==> src/rtl/sm3_round_ctrl.sv <==
// SM3 compression round sequencer: load, 64 rounds, final V xor, hold.
// Drives the shared round datapath and supplies the rotated T_j constant.
module sm3_round_ctrl #(
    parameter int unsigned NUM_ROUNDS   = 64,
    parameter int unsigned SWITCH_ROUND = 16,
    parameter logic [31:0] TJ_LO        = 32'h79CC4519,
    parameter logic [31:0] TJ_HI        = 32'h7A879D8A
) (
    input  logic        clk,
    input  logic        rst,
    input  logic        in_valid,
    input  logic        in_first,
    output logic        in_ready,
    output logic        out_valid,
    input  logic        out_ready,
    output logic        iv_sel,
    output logic        ld_init,
    output logic        rnd_en,
    output logic        w_shift,
    output logic        ff_sel,
    output logic [5:0]  round_idx,
    output logic [31:0] tj_rot,
    output logic        fin_en,
    output logic        busy
);

    typedef enum logic [2:0] {
        IDLE,
        LOAD,
        ROUND,
        FINAL,
        HOLD
    } state_t;

    function automatic logic [31:0] rotl(input logic [31:0] v,
                                         input int unsigned s);
        return (v << s) | (v >> (32 - s));
    endfunction

    localparam logic [5:0]  LAST     = 6'(NUM_ROUNDS - 1);
    localparam logic [5:0]  SW       = 6'(SWITCH_ROUND);
    localparam logic [5:0]  SW_LAST  = 6'(SWITCH_ROUND - 1);
    localparam logic [31:0] TJ_HI_SW = rotl(TJ_HI, SWITCH_ROUND % 32);

    state_t state, state_nxt;

    always_comb begin
        state_nxt = state;
        in_ready  = 1'b0;
        out_valid = 1'b0;
        ld_init   = 1'b0;
        rnd_en    = 1'b0;
        fin_en    = 1'b0;
        unique case (state)
            IDLE: begin
                in_ready = 1'b1;
                if (in_valid) state_nxt = LOAD;
            end
            LOAD: begin
                ld_init   = 1'b1;
                state_nxt = ROUND;
            end
            ROUND: begin
                rnd_en = 1'b1;
                if (round_idx == LAST) state_nxt = FINAL;
            end
            FINAL: begin
                fin_en    = 1'b1;
                state_nxt = HOLD;
            end
            HOLD: begin
                out_valid = 1'b1;
                if (out_ready) state_nxt = IDLE;
            end
            default: state_nxt = IDLE;
        endcase
    end

    assign w_shift = rnd_en;
    assign ff_sel  = rnd_en && (round_idx >= SW);
    assign busy    = !in_ready;

    always_ff @(posedge clk) begin
        if (rst) begin
            state     <= IDLE;
            round_idx <= '0;
            tj_rot    <= '0;
            iv_sel    <= 1'b0;
        end else begin
            state <= state_nxt;
            unique case (state)
                IDLE: begin
                    if (in_valid) begin
                        iv_sel    <= in_first;
                        round_idx <= '0;
                        tj_rot    <= TJ_LO;
                    end
                end
                ROUND: begin
                    // The last round leaves index and constant in place.
                    if (round_idx != LAST) begin
                        round_idx <= round_idx + 6'd1;
                        if (round_idx == SW_LAST)
                            tj_rot <= TJ_HI_SW;
                        else
                            tj_rot <= {tj_rot[30:0], tj_rot[31]};
                    end
                end
                default: ;
            endcase
        end
    end

endmodule

==> config.mk <==
export PLATFORM = sky130hd
export DESIGN_NAME = sm3_round_ctrl
export DESIGN_NICKNAME = d
export VERILOG_FILES = /design/src/rtl/sm3_round_ctrl.sv
export SDC_FILE = /design/constraint.sdc
export NUM_CORES = 1
export LEC_CHECK = 0
export BUFFER_PORTS_ARGS = -buffer_cell sky130_fd_sc_hd__clkbuf_2
export CORE_AREA = 5 5 70 72
export DETAILED_ROUTE_END_ITERATION = 8
export DIE_AREA = 0 0 75 77
export PLACE_DENSITY = 0.77
export SLEW_MARGIN = 0
export SYNTH_ARGS = -nofsm -noshare
export SYNTH_HDL_FRONTEND = slang
export SYNTH_SLANG_ARGS = --single-unit
==> constraint.sdc <==
create_clock -name clk -period 1.6 [get_ports clk]
set_clock_uncertainty 0.1 [all_clocks]
set_input_delay 0.24 -clock clk [delete_from_list [all_inputs] [get_ports clk]]
set_output_delay 0.24 -clock clk [all_outputs]
set_load 0.005 [all_outputs]
* After elaboration in Yosys (flattened, before gate mapping) *
Index checks and enable logic that the tools add are counted.

operators by class
  reductions and logical operators = 7
  mux-type cells = 16
  $add $sub $neg = 1
  order comparisons = 1
  eq/ne operators = 11

operator list
  operator                                                            count
  two-way mux 32 bit                                                  3
  case mux 32 bit (2 select lines)                                    1
  case mux 3 bit (5 select lines)                                     1
  two-way mux 6 bit                                                   2
  case mux 6 bit (2 select lines)                                     1
  two-way mux 3 bit                                                   3
  != test 2 bit (second input constant)                               4
  adder 6 x 1 -> 6 bit (second input constant)                        1
  equality test 3 x 2 -> 1 bit (second input constant)                2
  equality test 6 x 4 -> 1 bit (second input constant)                1
  equality test 6 bit (second input constant)                         1
  greater-or-equal comparator 6 x 5 -> 1 bit (second input constant)  1
  != test 6 bit (second input constant)                               1
  AND reduction 3 bit                                                 2
  two-way mux 1 bit                                                   5
  equality test 3 x 1 -> 1 bit (second input constant)                1
  equality test 3 bit (second input constant)                         1
  logical NOT 3 bit                                                   1
  AND reduction 2 bit                                                 1
  nonzero test 2 bit                                                  1
  logical AND 1 bit                                                   1
  logical NOT 1 bit                                                   1

word-level totals
  output and inout bits = 47
  register bits after elaboration = 42
  bits of input ports = 5
  logic and storage cells = 40

* Logic depth before layout (Yosys ltp) *
Gate-level depths: netlist of run 1.

  depth in word-level cells = 4
  gate-level depth with buffers = 7
  depth with buffers taken out = 5

* Least setup slack after synthesis of run 1 *
No wires, ideal clock.

  path type = reg2reg
  start point = register round_idx[0]
  end point = register tj_rot[22]
  buffers on the path = 2
  data required time = 1369 ps
  setup time = 131 ps
  cell stages (with the launch flop) = 8
  setup slack = -176 ps
  period minus slack after synthesis = 1776 ps
  arrival time = 1544 ps
  path through = dfxtp_1 ha_1 and3_1 clkbuf_1 a31oi_4 buf_6 nor3_1 nor3_2

on the way
  cells in the longest elaborated chain, start to end = 4
  elaborated cells between the ends (all ways) = 7
  classes of those cells = 3 x eq/ne; 3 x mux; 1 x reduce/logical

ends and longest elaborated chain
  item                              RTL line  RTL
  start: declaration                21        output logic [5:0] round_idx,
  start signal: assignment          102       round_idx <= round_idx + 6'd1;
  equality test 6 x 4 -> 1 bit      103       if (round_idx == SW_LAST)
  two-way mux 32 bit                103
  two-way mux 32 bit                101       if (round_idx != LAST) begin
  case mux 32 bit (2 select lines)  91        unique case (state)
  end signal: assignment            106       tj_rot <= {tj_rot[30:0], tj_rot[31]};
  end: declaration                  22        output logic [31:0] tj_rot,

Parallel ways exist; a longest one is shown, timed or not. The select of a mux whose other input is x is not followed.
A chain may end at the register's enable or synchronous reset.

* Worst setup path after layout of run 1 *
  start point = register state[1]
  end point = register tj_rot[24]

on the way
  cells in the longest elaborated chain, start to end = 3
  elaborated cells between the ends (all ways) = 7
  classes of those cells = 3 x eq/ne; 1 x mux; 3 x reduce/logical

ends and longest elaborated chain
  item                                                                  RTL line  RTL
  start: declaration                                                    45        state_t state, state_nxt;
  start signal: assignment                                              90        state <= state_nxt;
  equality test 3 x 2 -> 1 bit or logical NOT 3 bit (tied branches)     91
  != test 2 bit (no source line) or nonzero test 2 bit (tied branches)  --
  AND reduction 3 bit (no source line)                                  --

Parallel ways exist; a longest one is shown, timed or not.

==> results of run 1 <==
[timing repair]
| item | 4_1_cts | 5_1_grt |
|---|---|---|
| cloned | 1 | 4 |
| buffers inserted | 7 | 3 |
| pin swaps | 9 | 21 |
| gates resized for setup | 28 | 28 |
| endpoints found under the setup margin | 42 | 44 |
[synthesized netlist by cell type, types with 2 or more instances]
| cell type | count |
|---|---|
| nor3b_1 | 3 |
| o22ai_1 | 7 |
| dfxtp_1 | 42 |
| nor3_1 | 20 |
| o21ai_0 | 12 |
| inv_1 | 3 |
| nor2_1 | 4 |
| clkbuf_1 | 10 |
| nand3_1 | 29 |
| a311oi_1 | 2 |
| nand2_1 | 11 |
| buf_2 | 6 |
| a21oi_1 | 38 |
| buf_6 | 4 |
| o211ai_1 | 7 |
[critical path: stages (launching register included)]
cell	delay (ns)
dfxtp_2	0.34
or3b_4	0.43
buf_6	0.14
a31oi_4	0.16
buf_12	0.15
clkbuf_16	0.16
o22ai_2	0.08
a21oi_1	0.14
[flip-flops by register name, summed over array words and instances (netlist names)]
signal     flops
round_idx      6
iv_sel         1
tj_rot        32
state          3
[stage by stage]
| step | cell area [sq um] | setup WS (ns) |
|---|---|---|
| after global routing | 2778 | -0.2267 |
| final | 2778 | -0.1746 |
| after detailed placement | 2282 | -0.3604 |
| after floorplan | 1868 | 0.002435 |
| after global placement | 2282 | -0.2949 |
| after CTS | 2522 | -0.1420 |
[path summary, 6_finish.rpt]
check,startpoint,endpoint,slack [ns],depth (start not counted)
worst max-delay path,state[1],tj_rot[24],-0.17,7
worst min register to register,iv_sel,iv_sel,0.36,2
worst min-delay path,in_first,iv_sel,0.05,3
worst max register to register,state[1],tj_rot[24],-0.17,7
[power breakdown]
group	total, uW	internal [uW]	switching (uW)
clock network	848	466	382
registers	1190	1120	68.7
logic	665	326	339
[kinds of logic after synthesis]
family / Yosys count / share of synthesized area
adder cells (fa/ha/maj): 1 / 0.006834
AO/OA/AOI/OAI: 73 / 0.2440
buffers and inverters: 26 / 0.07587
AND/OR/NAND/NOR: 75 / 0.2092
flip-flops: 42 / 0.4593
XOR/XNOR: 1 / 0.004786
[layer usage]
| layer | share of wire | global-route usage | vias to the layer above |
|---|---|---|---|
| met5 | 0 | 0 | - |
| met4 | 0.026 | 0.09786 | 0 |
| met3 | 0.082 | 0.05752 | 13 |
| met2 | 0.47 | 0.2875 | 114 |
| met1 | 0.42 | 0.2754 | 991 |
| li1 | - | - | 952 |
[layout make-up]
class | count | area, sq um | share of cell area
Multi-Input combinational cell | 152 | 1055 | 0.3797
Sequential cell | 42 | 845.8 | 0.3045
Timing Repair Buffer | 87 | 681.9 | 0.2455
Clock buffer | 6 | 72.57 | 0.02613
Tap cell | 52 | 65.06 | 0.02342
Clock inverter | 2 | 37.54 | 0.01351
Inverter | 4 | 20.02 | 0.007207
==> impl_metrics.toml, run 1 <==
[timing]
timing.final.crit_share = 1.109
fmax_mhz = 563.5
setup_viol = 37
finalWorstSetupSlack_ns = -0.1746
hold_viol_final = 0
maxSlewViolCount = 0
whs_ns = 0.05448
fin_setup_tns_ns = -4.293
slew_headroom = 0.7619
layout_min_cycle_time_ns = 1.775
tightest_slew_ns = 0.3571
rsz0062_at_grt = "true"

[global_routing]
grt_pass1_wl_mm = 9.170
antenna_found_initial = 0
grt_start_max_net_pins = 33
grt_pass1_vias = 1859
grt_use_total = 0.2020
grt-ovfl-total = 0

[power_and_ir_drop]
power.density_nw_per_um2 = 972.2
leakagePower_uw = 0.001096
irDropWorstVdd_mv = 0.5116
total_power_uw = 2700

[cells_and_area]
final_cells = 345
antenna_cells = 0
drive_gt1_frac = 0.4608
post-route-util = 0.6560
nets = 298
final_common_cell = "clkbuf_2"
layout_common_cells = "49 x clkbuf_2, 38 x dfxtp_1, 35 x a21oi_1"
area_growth_pct = 51.74
fillCellCount = 313

[critical_path]
crit_fanout = 7
crit_arrival_ns = 1.91
endpoint_kind = "register"
required_ns = 1.73
cp-start-kind = "register"
critPathKind = "register to register"

[synth]
synth_edf_count = 0
async_reset_ff_frac = 0
synth_top_cell_area_share = 0.4593
ys_warn_count = 0
syn-instance-count = 218
synth_nets = 224
seq_area_frac_synth = 0.4593
avgSynthCellArea_sq_um = 8.397
ys_ff_latch = 42
syn_area_sq_um = 1831
synthFlopType = "dfxtp_1"
yosys.area.top_type = "dfxtp_1"
yosysUniqueCellTypes = 35
synth_area_leaders = "dfxtp_1 46%, a21oi_1 10%, nand3_1 7.9%, nor3_1 5.5%, o21ai_0 3.3%"

[floorplanning]
die_y_um = 77
die_w_um = 75
start_util = 0.4323
io_pins = 52
core_sq_um = 4234
placementRows = 24
dieArea_sq_um = 5775

[clocking]
cts_tree = "done"
h-tree-depth = 2
worstSkewPairLatency_ns = 0.30
cts.sinks = 42
hold_buffers = 0
clk_pin_slew_ns = 0.08
cts_inserted_buffers = 5
cts-root-buf = "clkbuf_8"
ctsLongestPathBuffers = 2

[placed_design]
numPortBuffers = 51
place_hpwl_mm = 3.425
placed_cells = 323
globalplace.congestion = 0.8285

[flow_run]
cap_violations = 0

[drt]
drtAntennaViolNets = 0
initialDrtViolationCount = 296
route.detailed.drc = 0
dr_total_vias = 2070
firstDrtPassIters = 5
viasPerCell = 6.000
wl_per_cell_um = 18.21
drt_wl_total_mm = 6.283

[outcome]
violations = "negative setup slack"
status = "complete, but fails checks"

[hold_path]
min_path_type = "input pin to register"
No activity file was read; power rests on OpenSTA's default activity.
==> run 2, diff against run 1 <==
- CORE_AREA: 5 5 70 72 -> 2 2 67 69
- DIE_AREA: 0 0 75 77 -> 0 0 69 71
==> run 2 against run 1 <==
Effect of this change: the run still ends with negative setup slack left; via count up 6.0%; count of clock-buffer cells in the layout unchanged; cell count up 2.3%; global-route usage up 2.6 points; register-to-register slack worse by 0.04 ns; maximum frequency down 1.9%; sequential cell count unchanged; combinational power up 8.7%; sequential share of layout area down 1.2 points; critical path type unchanged.
==> impl_metrics.toml, run 2 (synthesis results as in run 1) <==
[outcome]
status = "complete, but fails checks"
violations = "negative setup slack"

[drt]
wl_met1_mm = 2.736
drt_wl_total_mm = 6.889
viasPerCell = 6.218
firstDrtPassIters = 7
dr_total_vias = 2195
wl_met2_mm = 3.325
route.detailed.drc = 0
wl_met3_um = 571
initialDrtViolationCount = 243
wl_per_cell_um = 19.52
drtAntennaViolNets = 0
maxUsedRoutingLayer = "met4"

[critical_path]
cpPeakStageDelay_ns = 0.43
crit_chain = "or3b_4 > buf_6 > a31oi_4 > buf_4 > buf_8 > o22ai_1 > a21oi_1"
rr_startpoint = "state[2]"
worstSetupPathDepth = 7
ff2ff_path_depth = 7
required_ns = 1.72
slowest_stage = "or3b_4"
endpoint_kind = "register"
crit_fanout = 11
cp_num_buf_inv = 3
critPathKind = "register to register"
cp-start-kind = "register"
r2r_setup_slack_ns = -0.21
worst_r2r_endpoint = "tj_rot[19]"
crit_arrival_ns = 1.93
crit_family = "compound AO/OA/AOI/OAI gates"

[floorplanning]
core_sq_um = 4204
placementRows = 24
io_pins = 52
die_w_um = 69
start_util = 0.4354
dieArea_sq_um = 4899
die_y_um = 71

[clocking]
cts-root-buf = "clkbuf_8"
cts_tree = "done"
worstSkewPairLatency_ns = 0.31
ctsLongestPathBuffers = 2
h-tree-depth = 2
clk_pin_slew_ns = 0.08
hold_buffers = 0
cts.sinks = 42
cts_inserted_buffers = 5

[placed_design]
numPortBuffers = 51
place_hpwl_mm = 3.525
globalplace.congestion = 0.8461
dpl_cell_area_sq_um = 2332

[power_and_ir_drop]
power.density_nw_per_um2 = 952.4
irDropWorstVdd_mv = 0.5067
leakagePower_uw = 0.001182

[cells_and_area]
fillCellCount = 299
antenna_cells = 0
top_register = "tj_rot"
largestRegisters = "tj_rot x32, round_idx x6, state x3"
stdcell_area_sq_um = 2904
final_common_cell = "clkbuf_2"
post-route-util = 0.6908
largest_reg_flops = 32
nets = 306
layout_common_cells = "49 x clkbuf_2, 36 x dfxtp_1, 33 x a21oi_1"
area_growth_pct = 58.65
drive_gt1_frac = 0.5017

[hold_path]
holdPathEnd = "iv_sel"
min-delay-start = "in_first"
whs_path_depth = 3
min_path_type = "input pin to register"

[timing]
fin_setup_tns_ns = -4.614
fmax_mhz = 552.5
maxSlewViolCount = 0
timing.final.crit_share = 1.131
layout_min_cycle_time_ns = 1.810
hold_viol_final = 0
tightest_slew_ns = 0.4412
slew_headroom = 0.7059
rsz0062_at_grt = "true"
setup_viol = 39
finalWorstSetupSlack_ns = -0.2098

[global_routing]
grt_start_max_net_pins = 30
antenna_found_initial = 0
grt_pass1_wl_mm = 8.963
grt_pass1_vias = 1946
grt-ovfl-total = 0
grt_use_total = 0.2280

[flow_run]
cap_violations = 0
==> run 2: changes by cell type in the layout (fill, tap and decap cells not counted), moves of 3 or more <==
cell	before	now
o21ai_1	8	1
nor3_2	7	4
buf_4	19	26
o21ai_0	2	8
==> run 2: what timing repair did <==
item / in CTS / in global routing
resized for setup: 26 / 40
gates cloned: 1 / 4
pin swaps: 8 / 25
endpoints found under the setup margin: 40 / 46
buffers inserted: 7 / 7
==> run 2: area by class of cell <==
cell class / instances / area, sq um / area share
Sequential cell: 42 / 848.3 / 0.2921
Timing Repair Buffer: 97 / 777.0 / 0.2676
Multi-Input combinational cell: 150 / 1084 / 0.3731
Inverter: 4 / 20.02 / 0.006894
Clock inverter: 2 / 37.54 / 0.01293
Clock buffer: 6 / 72.57 / 0.02499
Tap cell: 52 / 65.06 / 0.02240
==> run 2: through the flow <==
| step | std cells | power (uW) | hold WS (ns) | worst slack, ns |
|---|---|---|---|---|
| floorplan | 218 | 1485 | 0.2760 | 0.002435 |
| global placement | 328 | 1687 | 0.3433 | -0.09253 |
| detailed placement | 328 | 1701 | 0.3519 | -0.1238 |
| CTS | 343 | 2594 | 0.06771 | -0.1313 |
| global route | 353 | 2837 | 0.09201 | -0.2500 |
| finish | 353 | 2766 | 0.06160 | -0.2098 |
==> run 2: worst reg2reg max path, cell delays in order (launching register included) <==
cell,delay (ns)
dfxtp_2,0.32
or3b_4,0.43
buf_6,0.14
a31oi_4,0.18
buf_4,0.15
buf_8,0.13
o22ai_1,0.08
a21oi_1,0.20
==> run 2: routing by layer <==
| metal | up-vias | GRT usage |
|---|---|---|
| met4 | 0 | 0.1264 |
| met1 | 1052 | 0.2932 |
| met3 | 27 | 0.04131 |
| li1 | 968 | - |
| met2 | 148 | 0.3632 |
| met5 | - | 0 |
==> run 2: how the worst max path moves through the flow <==
stage / start / to / slack [ns]
after global placement: state[2] / tj_rot[23] / -0.09
final: state[2] / tj_rot[19] / -0.21
after detailed placement: state[2] / tj_rot[16] / -0.12
after global routing: state[2] / tj_rot[19] / -0.25
after floorplan: round_idx[0] / tj_rot[19] / 0.002
after CTS: state[0] / tj_rot[20] / -0.13
==> run 2: power breakdown <==
part	internal (uW)	total, uW	switching (uW)
Combinational	363	723	360
Sequential	1120	1190	69.8
Clock	466	854	388
Total	1950	2770	818
